## config.mk

```make
export PLATFORM = sky130hd
export DESIGN_NAME = serial_addsub_n
export DESIGN_NICKNAME = d
export VERILOG_FILES = /design/src/rtl/serial_addsub_n.sv
export SDC_FILE = /design/constraint.sdc
export NUM_CORES = 1
export LEC_CHECK = 0
export CORE_MARGIN = 3
export CORE_UTILIZATION = 53
export DETAILED_ROUTE_END_ITERATION = 6
export PLACE_DENSITY = 0.88
export REMOVE_ABC_BUFFERS = 1
export SLEW_MARGIN = 20
export SYNTH_ARGS = -nofsm -noshare
export SYNTH_HDL_FRONTEND = slang
export SYNTH_SLANG_ARGS = --single-unit
```

## constraint.sdc

```tcl
create_clock -name clk -period 2.5 [get_ports clk]
set_input_delay 0.625 -clock clk [delete_from_list [all_inputs] [get_ports clk]]
set_output_delay 0.625 -clock clk [all_outputs]
set_load 0.03 [all_outputs]
```

## src/rtl/serial_addsub_n.sv

```systemverilog
// Bit-serial adder/subtractor, LSB first: one full adder and one carry flop
// sweep WIDTH operand bits, then the parallel result and flags are presented.
module serial_addsub_n #(
  parameter int WIDTH = 8,
  parameter int CW    = $clog2(WIDTH + 1)
) (
  input  logic             clk,
  input  logic             clear_b,
  input  logic             start,
  input  logic             mode,
  input  logic [WIDTH-1:0] a_in,
  input  logic [WIDTH-1:0] b_in,
  output logic [WIDTH-1:0] result,
  output logic             carry_out,
  output logic             overflow,
  output logic             busy,
  output logic             done
);

  typedef enum logic [1:0] {
    IDLE    = 2'd0,
    SHIFT   = 2'd1,
    DONE_ST = 2'd2
  } state_t;

  state_t           state_r;
  state_t           state_s;
  logic [WIDTH-1:0] a_sr_r;
  logic [WIDTH-1:0] b_sr_r;
  logic [WIDTH-1:0] result_r;
  logic [CW-1:0]    cnt_r;
  logic             mode_r;
  logic             carry_r;
  logic             carry_out_r;
  logic             overflow_r;
  logic             busy_r;
  logic             done_r;
  logic             bb_s;
  logic             sum_s;
  logic             c_next_s;
  logic             last_s;

  // Single full adder; subtraction inverts B and relies on the carry seed of 1.
  always_comb begin
    bb_s     = b_sr_r[0] ^ mode_r;
    sum_s    = a_sr_r[0] ^ bb_s ^ carry_r;
    c_next_s = (a_sr_r[0] & bb_s) | (a_sr_r[0] & carry_r) | (bb_s & carry_r);
    last_s   = (cnt_r == CW'(WIDTH - 1));
  end

  // Next-state logic.
  always_comb begin
    state_s = state_r;
    case (state_r)
      IDLE: begin
        if (start) begin
          state_s = SHIFT;
        end else begin
          state_s = IDLE;
        end
      end
      SHIFT: begin
        if (last_s) begin
          state_s = DONE_ST;
        end else begin
          state_s = SHIFT;
        end
      end
      DONE_ST: state_s = IDLE;
      default: state_s = IDLE;
    endcase
  end

  // State register.
  always_ff @(posedge clk or negedge clear_b) begin
    if (!clear_b) begin
      state_r <= IDLE;
    end else begin
      state_r <= state_s;
    end
  end

  // Operand shifters, carry flop, counter and registered outputs.
  always_ff @(posedge clk or negedge clear_b) begin
    if (!clear_b) begin
      a_sr_r      <= {WIDTH{1'b0}};
      b_sr_r      <= {WIDTH{1'b0}};
      result_r    <= {WIDTH{1'b0}};
      cnt_r       <= {CW{1'b0}};
      mode_r      <= 1'b0;
      carry_r     <= 1'b0;
      carry_out_r <= 1'b0;
      overflow_r  <= 1'b0;
      busy_r      <= 1'b0;
      done_r      <= 1'b0;
    end else begin
      done_r <= 1'b0;
      case (state_r)
        IDLE: begin
          if (start) begin
            a_sr_r      <= a_in;
            b_sr_r      <= b_in;
            mode_r      <= mode;
            carry_r     <= mode;
            cnt_r       <= {CW{1'b0}};
            result_r    <= {WIDTH{1'b0}};
            carry_out_r <= 1'b0;
            overflow_r  <= 1'b0;
            busy_r      <= 1'b1;
          end
        end
        SHIFT: begin
          result_r <= {sum_s, result_r[WIDTH-1:1]};
          a_sr_r   <= {1'b0, a_sr_r[WIDTH-1:1]};
          b_sr_r   <= {1'b0, b_sr_r[WIDTH-1:1]};
          carry_r  <= c_next_s;
          cnt_r    <= cnt_r + CW'(1);
          if (last_s) begin
            // Overflow: carry into the MSB differs from carry out of it.
            carry_out_r <= c_next_s;
            overflow_r  <= carry_r ^ c_next_s;
            busy_r      <= 1'b0;
            done_r      <= 1'b1;
          end
        end
        DONE_ST: begin
          busy_r <= 1'b0;
        end
        default: begin
          busy_r <= 1'b0;
        end
      endcase
    end
  end

  assign result    = result_r;
  assign carry_out = carry_out_r;
  assign overflow  = overflow_r;
  assign busy      = busy_r;
  assign done      = done_r;

endmodule

```

==> results.cfg, run 1 <==
[worst_setup_path]
path_max_fanout = 7
required_ps = 1880
crit_arrival_ps = 1470
critical-path-slowest-cell = clkdlybuf4s50_1
worst-setup-path-type = reg -> out
start_kind = register
worstPathCellList = clkdlybuf4s50_1
slowest_delay_ps = 700
cp.depth = 1
crit_buf_inv = 1
path_delay_family = buffers and inverters
cp-end-kind = output port
ff2ff_path_depth = 4

[global_routing]
grt_use_total_pct = 19.4
grt_overflow_total = 0
grt_max_degree = 36
grt_pass1_vias = 1135
grt_pass1_wl_um = 5040
antenna_found_initial = 0

[place]
port_buffers = 31
dp_slack_ps = 353
dp_hpwl_um = 2110
place_congestion = 0.730

[timing]
relSlewSlack_pct = 63.6
setup_slack_ps = 400
skew_ps = 7.35
period_share_pct = 84.0
post-route-min-period_ps = 2100
tns_ps = 0
finalSetupViolations = 0
rsz0062_at_grt = no
worst_slew_pin_slew_ps = 545
hold_viol_final = 0
final-max-slew-violation-count = 0
timing.fmax_mhz = 476

[yosys]
yosysWarnings = 0
synth_cell_types = 27
netlist_top_cells_area = dfrtp_1 (58%), nand2_1 (7.3%), nor2_1 (7.0%), o22ai_1 (5.8%), nand3_1 (3.7%)
async_flop_share_pct = 100
ys.flop_type = dfrtp_1
synth_edf_count = 0
synth_sequential_area_ratio_pct = 58.4
netlist.area_leader.share_pct = 58.4
synth_area_um2 = 1500
synth_top_area_cell = dfrtp_1
syn_inst = 151
syn_avg_cell_area_um2 = 9.93
yosysMostFrequentCell = dfrtp_1
yosys-top-cells-count = dfrtp_1 (35), nand2_1 (29), nor2_1 (28), o22ai_1 (14), nand3_1 (11)
synth_seq_cells = 35

[drt]
routed_wl_um = 3050
drc = 0
wl_per_cell_um = 14.2
drtAntennaViolNets = 0
drtIter0Drc = 45
route.vias.total = 1180
firstDrtPassIters = 4
routed_via_density = 5.49

[power_and_ir_drop]
peakVddDrop_uv = 887
p_leak_uw = 0.000875
power.density_nw_per_um2 = 1280

[clock_tree]
clkTransAtPathRegs_ps = 100
post_cts_resized = 0
clk_latency_ps = 340
tritoncts = done
hold_buffers = 0
clock_tree.buffer_depth = 2
clock_sinks = 35
post_cts_buffers = 0
cts_root_buffer = clkbuf_4
h-tree-depth = 2
numCtsBuffers = 5

[finish]
areaGrowthSynthToFinish_pct = 25.6
layout.nets = 206
n_antenna_cell = 0
drive_above_1_share_pct = 7.03

[run_status]
status = finished clean

[die]
die_y_um = 59.2
rows = 18
dieArea_um2 = 3500
die_x_um = 59.2
initial_core_util_pct = 57.9
core-area_um2 = 2590
ios = 32

[run]
drv_cap = 0

[min_path]
hp-class = reg -> reg
worstHoldPathCells = 1
==> layout by cell type, fill, tap and decap left out, types with 3 or more instances in the layout <==
| cell type | netlist | final |
|---|---|---|
| buf_4 | 0 | 4 |
| dfrtp_1 | 35 | 35 |
| nor2_1 | 28 | 28 |
| o22ai_1 | 14 | 14 |
| clkbuf_4 | 0 | 5 |
| nand3_1 | 11 | 11 |
| clkdlybuf4s50_1 | 0 | 31 |
| nand2_1 | 29 | 29 |
| mux2i_1 | 3 | 3 |
==> final cells by class <==
class                   instances  area, um^2
clock buffers                   8        68.8
well taps                      30        37.5
repair buffers                 35         340
fillers                       186         707
multi-input cells             105         553
inverters                       2        7.51
flip-flops and latches         35         876
==> through the flow <==
step	utilization [%]	instance area [um^2]	instances	power [uW]	hold WS, ps
floorplan	-	1440	142	1690	329
CTS	72.7	1880	215	2440	484
detailed placement	70.0	1810	207	2090	471
finish	72.7	1880	215	2420	484
global route	72.7	1880	215	2600	532
global placement	70.0	1810	207	2030	453
==> report_power, final <==
part / switching, uW / internal (uW)
Sequential: 164 / 824
Clock: 185 / 165
Combinational: 614 / 467
==> kinds of logic (layout without fill, tap and decap cells) <==
| family | after synthesis | after routing | share of synthesized area (%) |
|---|---|---|---|
| fa+ha+maj | 2 | 2 | 2.17 |
| buf+inv | 11 | 45 | 4.67 |
| xor+xnor | 3 | 3 | 1.75 |
| mux | 3 | 3 | 2.00 |
| flops | 35 | 35 | 58.4 |
| compound gates | 22 | 22 | 9.52 |
| simple gates | 75 | 75 | 21.5 |
==> routing by layer <==
metal / track usage (%) / vias to the layer above / share of wire (%)
li1: - / 572 / -
met1: 22.1 / 565 / 42
met2: 34.0 / 35 / 52
met3: 4.79 / 8 / 5.0
met4: 9.06 / 0 / 1.7
met5: 0 / - / 0
==> state kept, by name, indices dropped and copies added (netlist names), 4 cells and up <==
name    count
b_sr_r      8
result      8
cnt_r       4
a_sr_r      8
==> worst paths after layout <==
path | from | end | slack [ps]
worst max-delay path | done | done | 400
worst min-delay path | cnt_r[3] | cnt_r[3] | 480
worst max register to register | done | cnt_r[2] | 860
worst min register to register | cnt_r[3] | cnt_r[3] | 480
max in group asynchronous | clear_b | b_sr_r[1] | 1480
min in group asynchronous | clear_b | result[4] | 710
No activity file was read; power rests on OpenSTA's default activity.
==> inputs of run 2 (changes only) <==
--- a/config.mk
+++ b/config.mk
@@ -6,9 +6,9 @@
 export NUM_CORES = 1
 export LEC_CHECK = 0
 export CORE_MARGIN = 3
-export CORE_UTILIZATION = 53
+export CORE_UTILIZATION = 45
 export DETAILED_ROUTE_END_ITERATION = 6
-export PLACE_DENSITY = 0.88
+export PLACE_DENSITY = 0.8
 export REMOVE_ABC_BUFFERS = 1
 export SLEW_MARGIN = 20
 export SYNTH_ARGS = -nofsm -noshare
==> constraint.sdc (replaced) <==
create_clock -name clk -period 1.9 [get_ports clk]
set_input_delay 0.475 -clock clk [delete_from_list [all_inputs] [get_ports clk]]
set_output_delay 0.475 -clock clk [all_outputs]
set_load 0.03 [all_outputs]
==> results.cfg, run 2 (synthesized netlist as in run 1, its figures left out) <==
[run_status]
status = finished clean

[die]
ios = 32
die_y_um = 63.7
die_x_um = 63.7
dieArea_um2 = 4060
core-area_um2 = 3100
rows = 20
initial_core_util_pct = 48.3

[place]
place_congestion = 0.715
dp_hpwl_um = 2160
port_buffers = 31

[min_path]
hp-class = reg -> reg
worstHoldPathCells = 1

[clock_tree]
clock_tree.buffer_depth = 2
tritoncts = done
clock_sinks = 35
post_cts_buffers = 0
numCtsBuffers = 5
clk_latency_ps = 330
cts_root_buffer = clkbuf_4
h-tree-depth = 2
hold_buffers = 0
clkTransAtPathRegs_ps = 100

[finish]
utilization_pct = 61.9
areaGrowthSynthToFinish_pct = 28.2
layout_common_cells = dfrtp_1 (35), nand2_1 (29), nor2_1 (28)
layout_commonest_cell = dfrtp_1
fill_cells = 295
drive_above_1_share_pct = 7.03
layout.nets = 208
n_antenna_cell = 0

[run]
drv_cap = 0

[drt]
routed_via_density = 5.21
wl_per_cell_um = 13.7
routed_wl_um = 3150
firstDrtPassIters = 4
drc = 0
drtAntennaViolNets = 0
route.vias.total = 1194
drtIter0Drc = 59

[worst_setup_path]
worst-setup-path-type = reg -> out
start_kind = register
required_ps = 1420
critical-path-slowest-cell = clkdlybuf4s50_1
crit_arrival_ps = 1360
ff2ff_path_depth = 4
path_max_fanout = 2
crit_buf_inv = 1
cp-end-kind = output port
worstPathCellList = clkdlybuf4s50_1
path_delay_family = buffers and inverters
cp.depth = 1
slowest_delay_ps = 670

[power_and_ir_drop]
peakVddDrop_uv = 651
finalPower_uw = 3100
power.density_nw_per_um2 = 1620
p_leak_uw = 0.000989

[timing]
skew_ps = 10.1
finalSetupViolations = 0
worst_slew_pin_slew_ps = 432
rsz0062_at_grt = no
timing.fmax_mhz = 545
hold_viol_final = 0
fin_hold_ws_ps = 486
period_share_pct = 96.6
relSlewSlack_pct = 71.2
final-max-slew-violation-count = 0
post-route-min-period_ps = 1840

[global_routing]
grt_pass1_vias = 1207
grt_overflow_total = 0
antenna_found_initial = 0
grt_pass1_wl_um = 5490
grt_use_total_pct = 17.5
grt_max_degree = 36
[run 2: cell type report]
type                            count  area, um^2  area share [%]
Multi-Input combinational cell    105         553            28.8
Tap cell                           44        55.1            2.86
Timing Repair Buffer               37         389            20.2
Clock buffer                        6        41.3            2.15
Inverter                            2        7.51           0.391
Sequential cell                    35         876            45.6
[run 2: layer usage]
layer  GRT usage (%)  share of wire (%)
met4            7.28                1.2
met1            19.6                 43
met2            31.2                 51
met3            4.46                4.9
met5               0                  0
[run 2: where the power goes]
part	switching (uW)	internal [uW]
combinational	818	630
sequential	217	1090
clock	224	132
[run 2: what timing repair did]
action	4_1_cts	5_1_grt
resized for setup	1	9
setup endpoints to repair	1	9
hold endpoints to repair	0	0
[run 2: path summary, 6_finish.rpt]
path                            from         to  slack [ps]
setup / recovery           result[0]  result[0]          60
hold / removal              cnt_r[3]   cnt_r[3]         490
setup reg to reg                done  a_sr_r[4]         520
hold reg to reg             cnt_r[3]   cnt_r[3]         490
max in group asynchronous    clear_b       busy        1030
min in group asynchronous    clear_b  result[0]         540
[run 2: per-stage QoR]
| step | TNS, ps | cell area, um^2 | worst slack (ps) | cells |
|---|---|---|---|---|
| floorplan | 0 | 1440 | 216 | 142 |
| global placement | 0 | 1860 | 13.5 | 223 |
| detailed placement | -75.6 | 1860 | -30.7 | 223 |
| CTS | 0 | 1900 | 10.8 | 229 |
| global route | 0 | 1920 | 6.64 | 229 |
| finish | 0 | 1920 | 64.4 | 229 |
==> inputs of run 3 (changes only) <==
--- a/config.mk
+++ b/config.mk
@@ -7,6 +7,7 @@
 export LEC_CHECK = 0
 export CORE_MARGIN = 3
 export CORE_UTILIZATION = 45
+export CTS_CLUSTER_SIZE = 30
 export DETAILED_ROUTE_END_ITERATION = 6
 export PLACE_DENSITY = 0.8
 export REMOVE_ABC_BUFFERS = 1
==> results of run 3 <==
No change in the layout: final DEF, timing and power equal those of run 2.
